## src/rtl/enigma_pkg.sv

```systemverilog
// ---------------------------------------------------------------------------
// enigma_pkg
// Definitions shared by the Enigma output path: the default alphabet size,
// the ASCII codes used when turning symbol codes into text, and the state
// encoding of the output grouping FSM.
// ---------------------------------------------------------------------------
package enigma_pkg;

    // Default alphabet size (A..Z)
    localparam int         LETTERS_DEF = 26;

    // ASCII code of the first letter; symbol code 0 maps to this character
    localparam logic [7:0] ASCII_A     = 8'h41;

    // ASCII space, inserted between letter groups
    localparam logic [7:0] ASCII_SPACE = 8'h20;

    // Output FSM states
    typedef enum logic [1:0] {
        ST_IDLE   = 2'd0,   // nothing presented, char_val_o low
        ST_LETTER = 2'd1,   // presenting a letter
        ST_SPACE  = 2'd2    // presenting the group separator
    } out_state_e;

endpackage

```

## src/rtl/symb_fifo.sv

```systemverilog
// ---------------------------------------------------------------------------
// symb_fifo
// Single-clock synchronous FIFO used to buffer coded symbols between the
// cipher core and the output grouper.
//
// Ports:
//   clk_i      clock, rising edge
//   rst_i      asynchronous active-high reset of pointers and count
//   clr_i      synchronous clear of pointers and count (wins over rd/wr)
//   wr_en_i    write request; taken when not full, or when full and a read
//              happens on the same edge
//   wr_data_i  write data
//   rd_en_i    read request (pop of the head); ignored when empty
//   rd_data_o  head of the FIFO (valid when empty_o is low)
//   full_o     FIFO holds DEPTH entries
//   empty_o    FIFO holds no entries
//   count_o    current occupancy, 0..DEPTH
// ---------------------------------------------------------------------------
module symb_fifo #(
    parameter int DEPTH = 16,
    parameter int WIDTH = 5
) (
    input  logic                     clk_i,
    input  logic                     rst_i,
    input  logic                     clr_i,
    input  logic                     wr_en_i,
    input  logic [WIDTH-1:0]         wr_data_i,
    input  logic                     rd_en_i,
    output logic [WIDTH-1:0]         rd_data_o,
    output logic                     full_o,
    output logic                     empty_o,
    output logic [$clog2(DEPTH):0]   count_o
);

    localparam int              AW      = $clog2(DEPTH);
    localparam logic [AW:0]     DEPTH_C = (AW + 1)'(DEPTH);

    logic [WIDTH-1:0] r_mem [DEPTH];
    logic [AW-1:0]    r_wr_ptr;
    logic [AW-1:0]    r_rd_ptr;
    logic [AW:0]      r_count;

    logic             w_wr;
    logic             w_rd;

    assign full_o    = (r_count == DEPTH_C);
    assign empty_o   = (r_count == {(AW + 1){1'b0}});
    assign count_o   = r_count;
    assign rd_data_o = r_mem[r_rd_ptr];

    // A full FIFO can still take a write when the head leaves on the same edge
    assign w_wr = wr_en_i & (~full_o | rd_en_i);
    assign w_rd = rd_en_i & ~empty_o;

    // Pointer and occupancy tracking
    always_ff @(posedge clk_i or posedge rst_i) begin
        if (rst_i) begin
            r_wr_ptr <= {AW{1'b0}};
            r_rd_ptr <= {AW{1'b0}};
            r_count  <= {(AW + 1){1'b0}};
        end else if (clr_i) begin
            r_wr_ptr <= {AW{1'b0}};
            r_rd_ptr <= {AW{1'b0}};
            r_count  <= {(AW + 1){1'b0}};
        end else begin
            if (w_wr) begin
                r_wr_ptr <= r_wr_ptr + AW'(1);
            end
            if (w_rd) begin
                r_rd_ptr <= r_rd_ptr + AW'(1);
            end
            case ({w_wr, w_rd})
                2'b10:   r_count <= r_count + (AW + 1)'(1);
                2'b01:   r_count <= r_count - (AW + 1)'(1);
                default: r_count <= r_count;
            endcase
        end
    end

    // Storage array; contents are never reset, only the pointers are
    always_ff @(posedge clk_i) begin
        if (w_wr && !clr_i) begin
            r_mem[r_wr_ptr] <= wr_data_i;
        end
    end

endmodule

```

## src/rtl/enigma_out_grouper.sv

```systemverilog
// ---------------------------------------------------------------------------
// enigma_out_grouper
// Turns the coded-symbol stream of the cipher core into ASCII text split into
// groups of GROUP_LEN letters separated by single spaces. A space is only
// emitted once the letter that follows it is available, so the text never
// ends with a trailing space.
//
// Ports:
//   clk_i       clock, rising edge
//   rst_i       asynchronous active-high reset
//   flush_i     synchronous clear of buffer, group count and flags
//   symb_val_i  coded-symbol strobe
//   symbol_i    signed coded symbol; 0..LETTERS-1 are valid
//   char_o      ASCII character
//   char_val_o  char_o valid
//   char_rdy_i  sink ready; transfer when char_val_o && char_rdy_i
//   level_o     buffer occupancy
//   ovf_o       sticky: a valid symbol was dropped on a full buffer
//   bad_symb_o  one-cycle pulse after an out-of-range symbol
// ---------------------------------------------------------------------------
module enigma_out_grouper
    import enigma_pkg::*;
#(
    parameter int LETTERS    = LETTERS_DEF,
    parameter int GROUP_LEN  = 5,
    parameter int FIFO_DEPTH = 16
) (
    input  logic                          clk_i,
    input  logic                          rst_i,
    input  logic                          flush_i,
    input  logic                          symb_val_i,
    input  logic signed [6:0]             symbol_i,
    output logic [7:0]                    char_o,
    output logic                          char_val_o,
    input  logic                          char_rdy_i,
    output logic [$clog2(FIFO_DEPTH):0]   level_o,
    output logic                          ovf_o,
    output logic                          bad_symb_o
);

    localparam int              CW        = (LETTERS > 1) ? $clog2(LETTERS) : 1;
    localparam int              GW        = (GROUP_LEN > 1) ? $clog2(GROUP_LEN) : 1;
    localparam int              LW        = $clog2(FIFO_DEPTH) + 1;
    localparam logic [7:0]      LETTERS_W = 8'(LETTERS);
    localparam logic [GW-1:0]   GRP_LAST  = GW'(GROUP_LEN - 1);

    out_state_e    r_state;
    logic [7:0]    r_char;
    logic          r_val;
    logic [GW-1:0] r_grp;
    logic          r_pend;
    logic          r_ovf;
    logic          r_bad;

    out_state_e    w_next_state;
    logic [7:0]    w_next_char;
    logic [GW-1:0] w_next_grp;
    logic          w_next_pend;
    logic          w_pop;
    logic          w_xfer;

    logic [7:0]    w_code_u;
    logic          w_in_range;
    logic          w_wr_req;
    logic          w_bad;
    logic          w_drop;
    logic [CW-1:0] w_head;
    logic [7:0]    w_letter;
    logic          w_full;
    logic          w_empty;
    logic [LW-1:0] w_count;

    // A negative code has bit 6 set; zero-extending the rest gives the
    // magnitude to compare against the alphabet size
    assign w_code_u   = {1'b0, symbol_i};
    assign w_in_range = (symbol_i[6] == 1'b0) && (w_code_u < LETTERS_W);
    assign w_wr_req   = symb_val_i & w_in_range & ~flush_i;
    assign w_bad      = symb_val_i & ~w_in_range & ~flush_i;
    // Dropped only when full and the head is not leaving on this same edge
    assign w_drop     = w_wr_req & w_full & ~w_pop;
    assign w_xfer     = r_val & char_rdy_i;
    assign w_letter   = ASCII_A + 8'(w_head);

    symb_fifo #(
        .DEPTH (FIFO_DEPTH),
        .WIDTH (CW)
    ) u_fifo (
        .clk_i     (clk_i),
        .rst_i     (rst_i),
        .clr_i     (flush_i),
        .wr_en_i   (w_wr_req),
        .wr_data_i (w_code_u[CW-1:0]),
        .rd_en_i   (w_pop),
        .rd_data_o (w_head),
        .full_o    (w_full),
        .empty_o   (w_empty),
        .count_o   (w_count)
    );

    // Output FSM next-state, next-character and group bookkeeping
    always_comb begin
        w_next_state = r_state;
        w_next_char  = r_char;
        w_next_grp   = r_grp;
        w_next_pend  = r_pend;
        w_pop        = 1'b0;
        case (r_state)
            ST_IDLE: begin
                if (!w_empty) begin
                    if (r_pend) begin
                        // previous group closed while the buffer was empty
                        w_next_state = ST_SPACE;
                        w_next_char  = ASCII_SPACE;
                    end else begin
                        w_pop        = 1'b1;
                        w_next_state = ST_LETTER;
                        w_next_char  = w_letter;
                    end
                end else begin
                    w_next_state = ST_IDLE;
                end
            end
            ST_LETTER: begin
                if (w_xfer) begin
                    if (r_grp == GRP_LAST) begin
                        w_next_grp = {GW{1'b0}};
                        if (!w_empty) begin
                            w_next_state = ST_SPACE;
                            w_next_char  = ASCII_SPACE;
                        end else begin
                            // defer the separator until another letter shows up
                            w_next_state = ST_IDLE;
                            w_next_pend  = 1'b1;
                        end
                    end else begin
                        w_next_grp = r_grp + GW'(1);
                        if (!w_empty) begin
                            w_pop        = 1'b1;
                            w_next_state = ST_LETTER;
                            w_next_char  = w_letter;
                        end else begin
                            w_next_state = ST_IDLE;
                        end
                    end
                end else begin
                    w_next_state = ST_LETTER;
                end
            end
            ST_SPACE: begin
                if (w_xfer) begin
                    w_next_pend = 1'b0;
                    if (!w_empty) begin
                        w_pop        = 1'b1;
                        w_next_state = ST_LETTER;
                        w_next_char  = w_letter;
                    end else begin
                        w_next_state = ST_IDLE;
                    end
                end else begin
                    w_next_state = ST_SPACE;
                end
            end
            default: begin
                w_next_state = ST_IDLE;
            end
        endcase
    end

    // FSM state, output register and status flags
    always_ff @(posedge clk_i or posedge rst_i) begin
        if (rst_i) begin
            r_state <= ST_IDLE;
            r_char  <= 8'h00;
            r_val   <= 1'b0;
            r_grp   <= {GW{1'b0}};
            r_pend  <= 1'b0;
            r_ovf   <= 1'b0;
            r_bad   <= 1'b0;
        end else if (flush_i) begin
            r_state <= ST_IDLE;
            r_char  <= r_char;
            r_val   <= 1'b0;
            r_grp   <= {GW{1'b0}};
            r_pend  <= 1'b0;
            r_ovf   <= 1'b0;
            r_bad   <= 1'b0;
        end else begin
            r_state <= w_next_state;
            r_char  <= w_next_char;
            r_val   <= (w_next_state != ST_IDLE);
            r_grp   <= w_next_grp;
            r_pend  <= w_next_pend;
            r_ovf   <= r_ovf | w_drop;
            r_bad   <= w_bad;
        end
    end

    assign char_o     = r_char;
    assign char_val_o = r_val;
    assign level_o    = w_count;
    assign ovf_o      = r_ovf;
    assign bad_symb_o = r_bad;

endmodule

```

## config.mk

```make
export PLATFORM = sky130hd
export DESIGN_NAME = enigma_out_grouper
export DESIGN_NICKNAME = d
export VERILOG_FILES = /design/src/rtl/enigma_pkg.sv /design/src/rtl/symb_fifo.sv /design/src/rtl/enigma_out_grouper.sv
export SDC_FILE = /design/constraint.sdc
export NUM_CORES = 1
export LEC_CHECK = 0
export ABC_AREA = 1
export CAP_MARGIN = 25
export CORE_ASPECT_RATIO = 0.8
export CORE_UTILIZATION = 50
export DETAILED_ROUTE_END_ITERATION = 8
export PLACE_DENSITY = 0.69
export SETUP_SLACK_MARGIN = 0.02
export SLEW_MARGIN = 40
export SYNTH_ARGS = -nofsm -noshare
export SYNTH_HDL_FRONTEND = slang
export SYNTH_SLANG_ARGS = --single-unit
export TNS_END_PERCENT = 50
```

## constraint.sdc

```tcl
create_clock -name clk_i -period 2.4 [get_ports clk_i]
set_input_delay 0.48 -clock clk_i [delete_from_list [all_inputs] [get_ports clk_i]]
set_output_delay 0.48 -clock clk_i [all_outputs]
set_load 0.01 [all_outputs]
```

[Yosys cells after proc, flatten, opt, wreduce, memory -nomap -nowiden]
Memory sizes are Yosys's and may differ from the RTL's.
Index checks and enable logic that the tools add are counted.
Storage, ports and cells
  bits of input ports: 12
  output and inout bits: 16
  memories: 1
  bits in registers: 30
  memory bits (writable): 80
Memory list
  u_fifo.r_mem: words 16, bits a word 5, rd ports 1, clocked after memory_dff 0, wr ports 1, line symb_fifo.sv:38  | logic [WIDTH-1:0] r_mem [DEPTH];
Operators by class
  equal/unequal tests: 14
  bitwise operators: 17
  order comparisons: 1
  reduce and logical (&&, ||, !) cells: 16
  add/sub/neg operators: 6
  muxes and demuxes: 45
Operators by type and width (count)
  $mux 8: 7
  $pmux 8 s3: 1
  $mux 1: 17
  $mux 4: 4
  $mux 2: 7
  $mux 3: 4
  $ne 3x3->1 const B: 4
  $pmux 5 s2: 1
  $reduce_bool 2->1: 5
  $and 1x1->1: 9
  $reduce_bool 3->1: 3
  $add 4x1->4 const B: 2
  $add 7x5->8 const A: 1
  $lt 7x5->1 const B: 1
  $ne 2x2->1 const B: 3
  $not 1->1: 6
  $pmux 2 s3: 1
  $reduce_and 6->1: 1
  $add 5x1->5 const B: 1
  $eq 5x5->1 const B: 1
  $logic_not 5->1: 1
  $mux 5: 1
  $reduce_and 5->1: 1
  $sub 5x1->5 const B: 1
  other kinds (12): 16

[Logic depth before layout (Yosys ltp)]
  word-level depth: 10
  mapped depth: 19
  depth with buffers taken out: 19

[Modules after synthesis]
From an unflattened synthesis, not the netlist that was laid out.
Unflattened totals
  cells, all modules: 517
  area total of the unflattened synthesis: 5250.0 sq um
Modules (own cells, without submodules)
  symb_fifo: seq. area each 2727.6 sq um, area each 4151.5 sq um, cells an instance 371, instances 1
  enigma_out_grouper: seq. area each 425.4 sq um, area each 1098.6 sq um, cells an instance 146, instances 1

[Worst setup path before layout]
OpenSTA, ideal clock, no wires.
  path type: reg-to-reg
  start: register r_state[0]
  end: memory u_fifo.r_mem[10][0] (enable)
  path buffers: 0
  setup time: 0.340 ns
  path slack: 0.318 ns
  required time: 2.060 ns
  arrival: 1.743 ns
  stages on the path, launching flop included: 13
  cells stage by stage: dfrtp_1 -> inv_1 -> ha_1 -> inv_1 -> nor2_1 -> nand3_1 -> nand2_2 -> nand2_2 -> nand2_1 -> inv_2 -> nor2_8 -> nand2_1 -> nor2_1
On the way
  word-level cells in the longest chain between the ends: 7
Ends and longest elaborated chain
  start: declaration: line enigma_out_grouper.sv:47  | out_state_e r_state;
  start signal: assignment: line enigma_out_grouper.sv:188  | r_state <= w_next_state;
  $eq 2x2->1, or another cell as far along: line enigma_out_grouper.sv:107  | case (r_state)
  $pmux 1 s3 (*): line enigma_out_grouper.sv:107
  $or 1x1->1 (*): line symb_fifo.sv:52  | assign w_wr = wr_en_i & (~full_o | rd_en_i);
  $and 1x1->1 (*): line symb_fifo.sv:52
  $logic_and 1x1->1 (*): line symb_fifo.sv:82  | if (w_wr && !clr_i) begin
  $mux 1 (*): line symb_fifo.sv:82
  $mux 1 (implied by the code) (*): line symb_fifo.sv:83  | r_mem[r_wr_ptr] <= wr_data_i;
  end: declaration: line symb_fifo.sv:38
Every way passes the cells marked *; elsewhere a longest branch is shown, timed or not.

[Final worst setup path]
  start: register r_state[1]
  end: memory u_fifo.r_mem[13][1] (enable)
Same word-level chain as after synthesis.

==> key figures <==
GRT
  • Initial antenna violation count: 0
  • Global-route wire length before repair: approximately 19000 µm
  • Number of global-route vias before repair: ~3600
  • Remaining global-route overflow: 0
  • Largest net degree at the start of global routing: 31
  • GRT Total Usage: roughly a quarter

Layout
  • Nets: 607
  • Most frequent cells in the layout: nand2_1 (124), edfxtp_1 (80), nor2_1 (61)
  • Finished Cell Area: about 6100 µm²
  • Ant diodes: 0
  • Layout area overhead: 20.6%
  • Share of cells above drive strength 1: between 10 and 15%
  • # fillers: about 800
  • Commonest non-fill, non-tap cell in the layout: nand2_1

Synthesis
  • Syn avg cell area: between 9 and 10 µm²
  • Compound-cell area share of the yosys netlist: under 10%
  • #FFs+latches synth: 110
  • Synthesized area: approximately 5100 µm²
  • Largest family of logic cells by synthesized area: simple AND/OR/NAND/NOR gates
  • Adder-Cell Fraction of Synth Area: about 3.4%
  • Post-synthesis mux area share: 0%
  • Post-Synth Simple-Gate Area: between 10% and 20%
  • Cell count after synthesis: just over 500
  • Distinct cells, synth: 37
  • Syn nets: 540
  • Synth warnings: 0
  • Xor/xnor share of the synthesized area: less than 1%
  • Sequential area share after synthesis: roughly three fifths

Detailed routing
  • Drc violations: 0
  • Via total after detailed routing: 3837
  • Drt pass-1 iters: 5
  • Wire length per cell: about 16 µm
  • DR vias/cell: roughly 5.3
  • Remaining antenna violation count: 0
  • 1st-iter DRT viols: between 200 and 250
  • Final wirelength: 11400 µm

STA
  • Least-Margin Pin Slew: around 0.75 ns
  • Fin crit share: 94.0%
  • Max Clock Freq: 443 MHz
  • Max_slew headroom: 49.9%
  • Crit path time final: around 2.3 ns
  • Final hold vios: 0
  • Final clock skew: ~0.0087 ns
  • Final Max Tran Viols: 0
  • Setup-failing EPs final: 0
  • RSZ-0062 raised after global routing: yes
  • Total negative slack: 0 ns

Die
  • Io pins: 28
  • Core Region: 9770 µm²
  • Row count: 32
  • Die Y: between 90 and 100 µm
  • Die width: about 110 µm
  • Die area: roughly 11000 µm²
  • Initial Utilization: about 52%

Outcome
  • Status: finished, final reports clean

Critical path
  • Critical path arrival: about 2.3 ns
  • CP Max Fanout: 5
  • Critical setup path kind: reg2reg
  • Worst EP required: 2.46 ns
  • Worst setup EP type: register
  • CP startpoint kind: register
  • Reg2reg setup slack: between 0.1 and 0.15 ns

Job
  • MaxCap Viol Count: 0

Clocking
  • Longest Clk Path Bufs: 2
  • Clk_lat worst skew: approximately 0.35 ns
  • Worst-path clk slew: roughly 0.07 ns
  • CTS tree: built
  • Num CTS Buffers: 9
  • CTS Sinks: between 100 and 150
  • Number of H-tree levels: 3
  • Root buffer cell: clkbuf_16

Place
  • Placer Congestion: about 0.9
  • Placed cell area: around 5800 µm²
  • Dpl hpwl: 7950 µm
  • I/O Buffers: 27

Power and ir drop
  • Worst VDD drop: between 0.5 and 0.6 mV
  • Pwr Density: ~1000 nW/µm²
  • Static Leak: between 2 and 3 nW

Min path
  • Worst Hold Class: reg2reg
## cell usage after synthesis
| library cell | count | area [µm²] |
|---|---|---|
| a211oi_1 | 1 | 7.51 |
| a21boi_0 | 1 | 7.51 |
| a21boi_1 | 1 | 7.51 |
| a21oi_1 | 17 | 85.1 |
| a21oi_2 | 1 | 8.76 |
| a22o_1 | 1 | 8.76 |
| a31oi_1 | 7 | 43.8 |
| and2_1 | 1 | 6.26 |
| buf_2 | 9 | 45.0 |
| buf_4 | 2 | 15.0 |
| buf_6 | 1 | 11.3 |
| clkbuf_1 | 1 | 3.75 |
| dfrtp_1 | 30 | 751 |
| edfxtp_1 | 80 | 2400 |
| ha_1 | 14 | 175 |
| inv_1 | 43 | 161 |
| inv_2 | 6 | 22.5 |
| nand2_1 | 125 | 469 |
| nand2_2 | 3 | 18.8 |
| nand3_1 | 31 | 155 |
| nand3_2 | 2 | 20.0 |
| nand3_4 | 1 | 17.5 |
| nand4_1 | 4 | 25.0 |
| nor2_1 | 64 | 240 |
| nor2_2 | 2 | 12.5 |
| nor2_4 | 1 | 11.3 |
| nor2_8 | 1 | 20.0 |
| nor3_1 | 2 | 10.0 |
| nor4_1 | 1 | 6.26 |
| o211ai_1 | 5 | 37.5 |
| o21ai_0 | 26 | 130 |
| o21ai_1 | 25 | 125 |
| o21bai_1 | 1 | 7.51 |
| o22ai_1 | 1 | 6.26 |
| o31ai_1 | 1 | 7.51 |
| or2_0 | 1 | 6.26 |
| xnor2_1 | 1 | 8.76 |
## power by group
group | switching, mW | internal [mW] | total, mW
Sequential | 0.114 | 2.17 | 2.28
Clock | 0.686 | 0.931 | 1.62
Combinational | 1.38 | 0.870 | 2.25
Total | 2.18 | 3.97 | 6.15
## layout make-up
| cell class | instances | area (µm²) | area share [%] |
|---|---|---|---|
| well taps | 136 | 170 | 2.77 |
| repair buffers | 69 | 598 | 9.73 |
| multi-input cells | 342 | 1710 | 27.8 |
| inverters | 49 | 186 | 3.03 |
| clock inverters | 7 | 106 | 1.73 |
| flip-flops and latches | 110 | 3150 | 51.3 |
| clock buffers | 9 | 225 | 3.66 |
## metrics by stage
stage          hold slack, ns  instances  setup WS, ns  power (mW)  util (%)
2_1_floorplan           0.492        514         0.318        3.70         -
3_3_place_gp            0.463        702       -0.0195        4.40      59.0
3_5_place_dp            0.465        702       -0.0852        4.46      59.0
4_1_cts                 0.485        718        0.0693        6.10      62.4
5_1_grt                 0.508        722      -0.00511        6.54      62.9
6_report                0.482        722         0.143        6.15      62.9
## registers in the layout, summed over array words and instances (netlist names)
name             cells
bad_symb_o           1
char_o               8
char_val_o           1
ovf_o                1
r_grp                3
r_pend               1
r_state              2
u_fifo.count_o       5
u_fifo.r_mem        80
u_fifo.r_rd_ptr      4
u_fifo.r_wr_ptr      4
## critical path, cell delays in order (launching register included)
cell and delay [ns]:
dfrtp_1 0.38, inv_1 0.10, ha_4 0.28, inv_1 0.06, nor2_2 0.12, nand3_1 0.10, nand2_2 0.15, nand2_2 0.07
nand2_1 0.08, inv_2 0.07, nor2_8 0.11, nand2_1 0.15, nor2_1 0.13, buf_4 0.16
## kinds of logic (layout without fill, tap and decap cells)
logic type / after synthesis / in the layout
simple gates: 239 / 239
flops: 110 / 110
compound gates: 88 / 88
buf+inv: 62 / 134
fa+ha+maj: 14 / 14
xor+xnor: 1 / 1
## worst paths after layout
| check | cells past startpoint | endpoint | startpoint |
|---|---|---|---|
| min in group asynchronous | 3 | u_fifo.r_wr_ptr[2]$_DFFE_PP0P_ | rst_i |
| hold reg to reg | 2 | char_o[3]$_DFFE_PP0P_ | char_o[3]$_DFFE_PP0P_ |
| setup / recovery | 13 | u_fifo.r_mem[13][1]$_DFFE_PP_ | r_state[1]$_DFF_PP0_ |
| hold / removal | 2 | char_o[3]$_DFFE_PP0P_ | char_o[3]$_DFFE_PP0P_ |
| setup reg to reg | 13 | u_fifo.r_mem[13][1]$_DFFE_PP_ | r_state[1]$_DFF_PP0_ |
| max in group asynchronous | 3 | char_o[7]$_DFFE_PP0P_ | rst_i |
## timing repair
item / in CTS / in global routing
endpoints found under the hold margin: 0 / 0
setup buffers: 0 / 4
hold buffers: 0 / 0
gates resized for setup: 0 / 9
endpoints found under the setup margin: 0 / 85
## routing by layer
layer / vias up / routed length [µm] / GRT usage (%)
li1: 1874 / - / -
met1: 1801 / 5270 / 34.1
met2: 145 / 5220 / 35.8
met3: 17 / 768 / 4.84
met4: 0 / 140 / 6.60
met5: - / 0 / 0
No activity file was read; power rests on OpenSTA's default activity.
